File: src/rtl/mult_div_ctrl_if.sv
// Handshake and result bus between the main control FSM and the
// multiply/divide sequencer.
interface mult_div_ctrl_if;
  logic        start_mult;
  logic        start_div;
  logic [31:0] op_a;
  logic [31:0] op_b;
  logic        busy;
  logic        done;
  logic        mult_we;
  logic        div_we;
  logic        div_zero;
  logic [31:0] hi;
  logic [31:0] lo;

  // Main control FSM side: issues requests, consumes results.
  modport master (
    output start_mult, start_div, op_a, op_b,
    input  busy, done, mult_we, div_we, div_zero, hi, lo
  );

  // Sequencer side: accepts requests, produces results.
  modport slave (
    input  start_mult, start_div, op_a, op_b,
    output busy, done, mult_we, div_we, div_zero, hi, lo
  );
endinterface

File: src/rtl/mult_div_ctrl.sv
// Multiply/divide sequencer for the multicycle MIPS datapath.
// Runs a 32-step radix-2 Booth signed multiply or a 32-step restoring
// signed divide, then pulses the matching HI/LO load enable.
module mult_div_ctrl (
  input  logic            clk,
  input  logic            reset,
  mult_div_ctrl_if.slave  bus
);

  localparam logic [2:0] IDLE  = 3'd0;
  localparam logic [2:0] MULT  = 3'd1;
  localparam logic [2:0] DIV   = 3'd2;
  localparam logic [2:0] DZERO = 3'd3;
  localparam logic [2:0] DONE  = 3'd4;

  logic [2:0]  state;
  logic [31:0] acc;      // Booth A, or divide partial remainder R
  logic [31:0] q;        // Booth Q (multiplier), or dividend/quotient
  logic        q_m1;     // Booth q-1 bit
  logic [31:0] m;        // multiplicand, or divisor magnitude
  logic [5:0]  cnt;
  logic        neg_a;    // dividend was negative
  logic        neg_b;    // divisor was negative
  logic        is_mult;  // current operation is a multiply

  logic [32:0] booth_sum;
  logic [31:0] booth_a_next;
  logic [31:0] booth_q_next;
  logic [32:0] r_shift;
  logic [33:0] r_diff;
  logic [31:0] div_r_next;
  logic [31:0] div_q_next;
  logic [31:0] quot_fix;
  logic [31:0] rem_fix;
  logic [31:0] abs_a;
  logic [31:0] abs_b;

  // One Booth step and one restoring-divide step, computed from current state.
  // NOTE: every always_comb output gets a default first so no latch is inferred.
  always_comb begin
    booth_sum = {acc[31], acc};
    case ({q[0], q_m1})
      2'b01:   booth_sum = {acc[31], acc} + {m[31], m};
      2'b10:   booth_sum = {acc[31], acc} - {m[31], m};
      default: booth_sum = {acc[31], acc};
    endcase
    // The 33-bit sum keeps -(-2^31) exact; the arithmetic shift drops bit 0 into Q.
    booth_a_next = booth_sum[32:1];
    booth_q_next = {booth_sum[0], q[31:1]};

    r_shift = {acc, q[31]};
    r_diff  = {1'b0, r_shift} - {2'b00, m};
    if (r_diff[33]) begin
      div_r_next = r_shift[31:0];
    end else begin
      div_r_next = r_diff[31:0];
    end
    div_q_next = {q[30:0], ~r_diff[33]};

    // Quotient truncates toward zero; remainder follows the dividend's sign.
    quot_fix = (neg_a ^ neg_b) ? (32'd0 - div_q_next) : div_q_next;
    rem_fix  = neg_a ? (32'd0 - div_r_next) : div_r_next;

    abs_a = bus.op_a[31] ? (32'd0 - bus.op_a) : bus.op_a;
    abs_b = bus.op_b[31] ? (32'd0 - bus.op_b) : bus.op_b;
  end

  // Control FSM and datapath registers; reset wins over any start.
  // NOTE: sequential state uses non-blocking assignments only.
  always_ff @(posedge clk) begin
    if (reset) begin
      state   <= IDLE;
      acc     <= '0;
      q       <= '0;
      q_m1    <= 1'b0;
      m       <= '0;
      cnt     <= '0;
      neg_a   <= 1'b0;
      neg_b   <= 1'b0;
      is_mult <= 1'b0;
    end else begin
      case (state)
        IDLE: begin
          if (bus.start_mult) begin
            state   <= MULT;
            acc     <= '0;
            q       <= bus.op_b;
            q_m1    <= 1'b0;
            m       <= bus.op_a;
            cnt     <= '0;
            is_mult <= 1'b1;
          end else if (bus.start_div) begin
            is_mult <= 1'b0;
            if (bus.op_b == 32'd0) begin
              // hi/lo are left untouched on a divide-by-zero.
              state <= DZERO;
            end else begin
              state <= DIV;
              acc   <= '0;
              q     <= abs_a;
              m     <= abs_b;
              neg_a <= bus.op_a[31];
              neg_b <= bus.op_b[31];
              cnt   <= '0;
            end
          end
        end
        MULT: begin
          acc  <= booth_a_next;
          q    <= booth_q_next;
          q_m1 <= q[0];
          cnt  <= cnt + 6'd1;
          if (cnt == 6'd31) state <= DONE;
        end
        DIV: begin
          cnt <= cnt + 6'd1;
          if (cnt == 6'd31) begin
            acc   <= rem_fix;
            q     <= quot_fix;
            state <= DONE;
          end else begin
            acc <= div_r_next;
            q   <= div_q_next;
          end
        end
        DONE:    state <= IDLE;
        DZERO:   state <= IDLE;
        default: state <= IDLE;
      endcase
    end
  end

  // Status and load enables decode directly from the state.
  always_comb begin
    bus.busy     = (state != IDLE);
    bus.done     = (state == DONE) || (state == DZERO);
    bus.mult_we  = (state == DONE) && is_mult;
    bus.div_we   = (state == DONE) && !is_mult;
    bus.div_zero = (state == DZERO);
    bus.hi       = acc;
    bus.lo       = q;
  end

endmodule

File: src/flat_wrapper.sv
// flat-port wrapper written by rule: the top's interface ports become plain ports
module mult_div_ctrl_flat 
  (clk, reset, bus_start_mult, bus_start_div, bus_op_a, bus_op_b, bus_busy, bus_done, bus_mult_we, bus_div_we, bus_div_zero, bus_hi, bus_lo);
  mult_div_ctrl_if bus_i ();
  input  logic clk;
  input  logic reset;
  input wire logic [$bits(bus_i.start_mult)-1:0] bus_start_mult;
  input wire logic [$bits(bus_i.start_div)-1:0] bus_start_div;
  input wire logic [$bits(bus_i.op_a)-1:0] bus_op_a;
  input wire logic [$bits(bus_i.op_b)-1:0] bus_op_b;
  output wire logic [$bits(bus_i.busy)-1:0] bus_busy;
  output wire logic [$bits(bus_i.done)-1:0] bus_done;
  output wire logic [$bits(bus_i.mult_we)-1:0] bus_mult_we;
  output wire logic [$bits(bus_i.div_we)-1:0] bus_div_we;
  output wire logic [$bits(bus_i.div_zero)-1:0] bus_div_zero;
  output wire logic [$bits(bus_i.hi)-1:0] bus_hi;
  output wire logic [$bits(bus_i.lo)-1:0] bus_lo;
  assign bus_i.start_mult = bus_start_mult;
  assign bus_i.start_div = bus_start_div;
  assign bus_i.op_a = bus_op_a;
  assign bus_i.op_b = bus_op_b;
  assign bus_busy = bus_i.busy;
  assign bus_done = bus_i.done;
  assign bus_mult_we = bus_i.mult_we;
  assign bus_div_we = bus_i.div_we;
  assign bus_div_zero = bus_i.div_zero;
  assign bus_hi = bus_i.hi;
  assign bus_lo = bus_i.lo;
  mult_div_ctrl u_core (.clk(clk), .reset(reset), .bus(bus_i));
endmodule
File: config.mk
export PLATFORM = sky130hd
export DESIGN_NAME = mult_div_ctrl_flat
export DESIGN_NICKNAME = d
export VERILOG_FILES = /design/src/rtl/mult_div_ctrl_if.sv /design/src/rtl/mult_div_ctrl.sv /design/src/flat_wrapper.sv
export SDC_FILE = /design/constraint.sdc
export NUM_CORES = 1
export LEC_CHECK = 0
export ABC_AREA = 1
export CAP_MARGIN = 20
export CORE_MARGIN = 4
export CORE_UTILIZATION = 45
export CTS_CLUSTER_SIZE = 24
export DETAILED_ROUTE_END_ITERATION = 10
export GPL_ROUTABILITY_DRIVEN = 0
export PLACE_DENSITY = 0.76
export REMOVE_ABC_BUFFERS = 1
export SYNTH_ARGS = -nofsm -noshare
export SYNTH_HDL_FRONTEND = slang
export SYNTH_SLANG_ARGS = --single-unit
export TNS_END_PERCENT = 20
File: constraint.sdc
create_clock -name clk -period 3.75 [get_ports clk]
set_input_delay 0.75 -clock clk [delete_from_list [all_inputs] [get_ports clk]]
set_output_delay 0.75 -clock clk [all_outputs]
set_load 0.01 [all_outputs]
==> flow_summary.ini <==
[status]
result_of_the_run = finished with violations
violated_checks = negative setup slack

[floorplanning]
core_area_um2 = 30800
die_w_um = 186
start_util_pct = 46.1
row_count = 64
fp.dieArea_um2 = 34500
pin_count = 137
chipHeight_um = 186

[critical_path]
critical_path_buf_inv_count = 3
data_required_time_of_the_critical_path_ps = 4010
critPathKind = reg2reg
critical_path.endpoint_type = register
rr_startpoint = u_core.m[0]
timing.critical_path.slowest_cell_delay_ps = 340
critical_path_peak_fanout = 4
startpoint = u_core.m[0]
critPathSlowestCell = sky130_fd_sc_hd__dfxtp_2
timing.critical_path.mode_cell = sky130_fd_sc_hd__a21oi_1
data_arrival_time_of_the_worst_path_ps = 4270
worst_setup_path_start_kind = register
worst_path_dominant_cell_family = compound AO/OA/AOI/OAI gates

[yosys]
yosysWarnings = 0
synth_area_in_compound_gates_pct = 22.7
yosysSeqAreaShare_pct = 15.4
post_synth_instance_area_um2 = 14200
muxShareOfSynthArea_pct = 0
synth_simple_gate_area_share_pct = 36.5
number_of_flops_mapped_to_enable_cells_by_yosys = 0
synth_xor_area_share_pct = 6.54
syn_area_per_cell_um2 = 5.63
dominant_combinational_cell_family_by_area_after_synthesis = simple AND/OR/NAND/NOR gates
post_synth_fa_ha_maj_area_fraction_pct = 6.62
post_synthesis_async_set_or_reset_flop_share_pct = 0
synth_cell_type_count = 53
dominantRegCellSynth = sky130_fd_sc_hd__dfxtp_1
netlist_instances = 2524
synth_seq_cells = 109

[final_layout]
area_delta_synth_final_pct = 36.8
drive_gt1_share_pct = 19.3
multi_input_area_um2 = 11200
layout_commonest_cell = sky130_fd_sc_hd__nand2_1
antenna_cells = 0
seqCellArea_um2 = 2190
filler_cell_count = 2648
num-nets-final = 3045
highest_count_cells_in_the_layout_ignoring_fill_and_taps = 577 x sky130_fd_sc_hd__nand2_1, 343 x sky130_fd_sc_hd__inv_1, 310 x sky130_fd_sc_hd__buf_4

[timing]
whs_ps = 487
fmaxAchievable_ghz = 0.250
timing.max_slew.rel_slack_pct = 43.0
fin_crit_ps = 4000
grt_setup_unrepaired = yes
timing_hold_violations_final = 0
setup_viol = 17
period_share_pct = 107
finClkSkew_ps = 12.9
timing.setup.tns_ps = -2400
timing_worst_slew_pin_value_ps = 854
drv_slew = 0
fin_ws_ps = -252

[clock_tree]
clock-sinks = 109
cts_root_buf = sky130_fd_sc_hd__clkbuf_16
clock_tree.htree_level_count = 3
cts_inserted_buffers = 9
cts_max_path_buffers = 2
clock_insertion_delay_worst_skew_ps = 380
cts_hold_buf = 0
cts_tree = yes
worst_setup_hold_path_clk_slew_ps = 90

[routing]
detailroute.via_count = 19300
drc = 0
wire_per_inst_um = 17.9
post_drt_via_cell_ratio = 5.85
postRouteWirelength_um = 59200
drtAntennaViolNets = 0
drt_pre_antenna_iters = 8
drtIter0Drc = 2394

[grt]
grt_most_used_layer = met2
grtUsageMet2_pct = 52.8
grtUsageMet1_pct = 41.8
grt_antenna_before_repair = 1
globalRoute.totalOverflow = 0
first_global_vias = 17900
grt_first_pass_wirelength_um = 89900
grtUsageTotal_pct = 32.2
gr-usage-met3_pct = 4.98
grt_max_degree = 70

[placed_design]
detailed_place_hpwl_um = 44400
placement.io_buffers = 136

[worst_hold_path]
hold_path.class = reg2reg
hold_path_origin = u_core.state[0]

[flow_run]
max_cap_violations = 0
[metrics by stage]
| stage | cells | utilization [%] | cell area, um^2 | worst slack (ps) |
|---|---|---|---|---|
| floorplan | 2435 | - | 13800 | -1950 |
| detailed placement | 3255 | 58.1 | 17900 | -567 |
| global placement | 3255 | 58.1 | 17900 | -323 |
| finish | 3304 | 63.0 | 19400 | -252 |
| CTS | 3288 | 60.4 | 18600 | -234 |
| global route | 3304 | 63.0 | 19400 | -514 |
[synthesized netlist by cell type, types with 3 or more instances]
cell                         n  area, um^2
sky130_fd_sc_hd__nand4_1    38         238
sky130_fd_sc_hd__a21o_1      4        30.0
sky130_fd_sc_hd__nand3_2     3        30.0
sky130_fd_sc_hd__nor2_4      7        78.8
sky130_fd_sc_hd__nand2_1   600        2250
sky130_fd_sc_hd__buf_1       5        18.8
sky130_fd_sc_hd__nor2_2      7        43.8
sky130_fd_sc_hd__a21oi_1   220        1100
sky130_fd_sc_hd__inv_1     353        1330
sky130_fd_sc_hd__nand3b_1    6        45.0
sky130_fd_sc_hd__o221ai_1   15         131
sky130_fd_sc_hd__or2_0       3        18.8
sky130_fd_sc_hd__o211ai_1   32         240
sky130_fd_sc_hd__ha_1       72         901
sky130_fd_sc_hd__or2_2       9        56.3
sky130_fd_sc_hd__buf_6       3        33.8
sky130_fd_sc_hd__a31oi_1    36         225
sky130_fd_sc_hd__a41oi_1     6        52.6
sky130_fd_sc_hd__nor4_1      8        50.1
sky130_fd_sc_hd__nor2_1    282        1060
sky130_fd_sc_hd__nand2_2    15        93.8
sky130_fd_sc_hd__a211oi_1   18         135
sky130_fd_sc_hd__o21ai_2     3        26.3
sky130_fd_sc_hd__xor2_1     91         797
sky130_fd_sc_hd__dfxtp_1   109        2180
sky130_fd_sc_hd__o21a_1      5        37.5
sky130_fd_sc_hd__xnor2_1    15         131
sky130_fd_sc_hd__clkinv_1    4        15.0
sky130_fd_sc_hd__inv_2       6        22.5
sky130_fd_sc_hd__nand2_4     4        45.0
sky130_fd_sc_hd__o21ai_1     9        45.0
sky130_fd_sc_hd__a221oi_1    5        43.8
sky130_fd_sc_hd__o21ai_0   188         941
sky130_fd_sc_hd__buf_2       8        40.0
sky130_fd_sc_hd__a21boi_0    5        37.5
sky130_fd_sc_hd__nand3_1   177         886
sky130_fd_sc_hd__o21bai_1    8        60.1
sky130_fd_sc_hd__nor3_1     50         250
sky130_fd_sc_hd__clkbuf_1   72         270
[kinds of logic (layout without fill, tap and decap cells)]
family          Yosys count  after routing
simple gates           1215           1215
compound gates          568            568
buf+inv                 452            836
flops                   109            109
xor+xnor                106            106
fa+ha+maj                74             74
[layout make-up]
class | instances | share of cell area, %
clock buffers | 10 | 1.18
clock inverters | 6 | 0.348
inverters | 363 | 7.06
multi-input cells | 1963 | 57.8
flip-flops and latches | 109 | 11.3
well taps | 396 | 2.55
repair buffers | 457 | 19.8
[tightest hold or removal path: stages (launching register included)]
cell and delay (ps):
sky130_fd_sc_hd__dfxtp_1 330, sky130_fd_sc_hd__nand2_1 60, sky130_fd_sc_hd__a21oi_1 50
[sequential cells by signal (all words and copies together) (netlist names)]
register and count:
u_core.bus.hi 32, u_core.q_m1 1, u_core.state 3, u_core.neg_b 1, u_core.is_mult 1, u_core.bus.lo 32, u_core.cnt 6, u_core.m 32
u_core.neg_a 1
[layer usage]
metal  wire (um)  vias up  part of all wire [%]
met4        3120        2                   5.3
li1            -     9099                     -
met3        6880      267                    12
met2       26500     1235                    45
met5          16        -                 0.027
met1       22600     8739                    38
[repair_timing]
action / CTS / global route
endpoints found under the setup margin: 21 / 30
resized for setup: 80 / 158
setup buffers: 17 / 17
pin swaps: 31 / 78
[path summary, 6_finish.rpt]
path	to	slack, ps	cells past startpoint
max reg2reg	u_core.bus.hi[30]	-250	25
min	u_core.state[0]	490	2
min reg2reg	u_core.state[0]	490	2
max	u_core.bus.hi[30]	-250	25
Power is left out: the tool's default activity adds up to more than one toggle a clock period on the data nets, which glitch-free logic cannot reach.
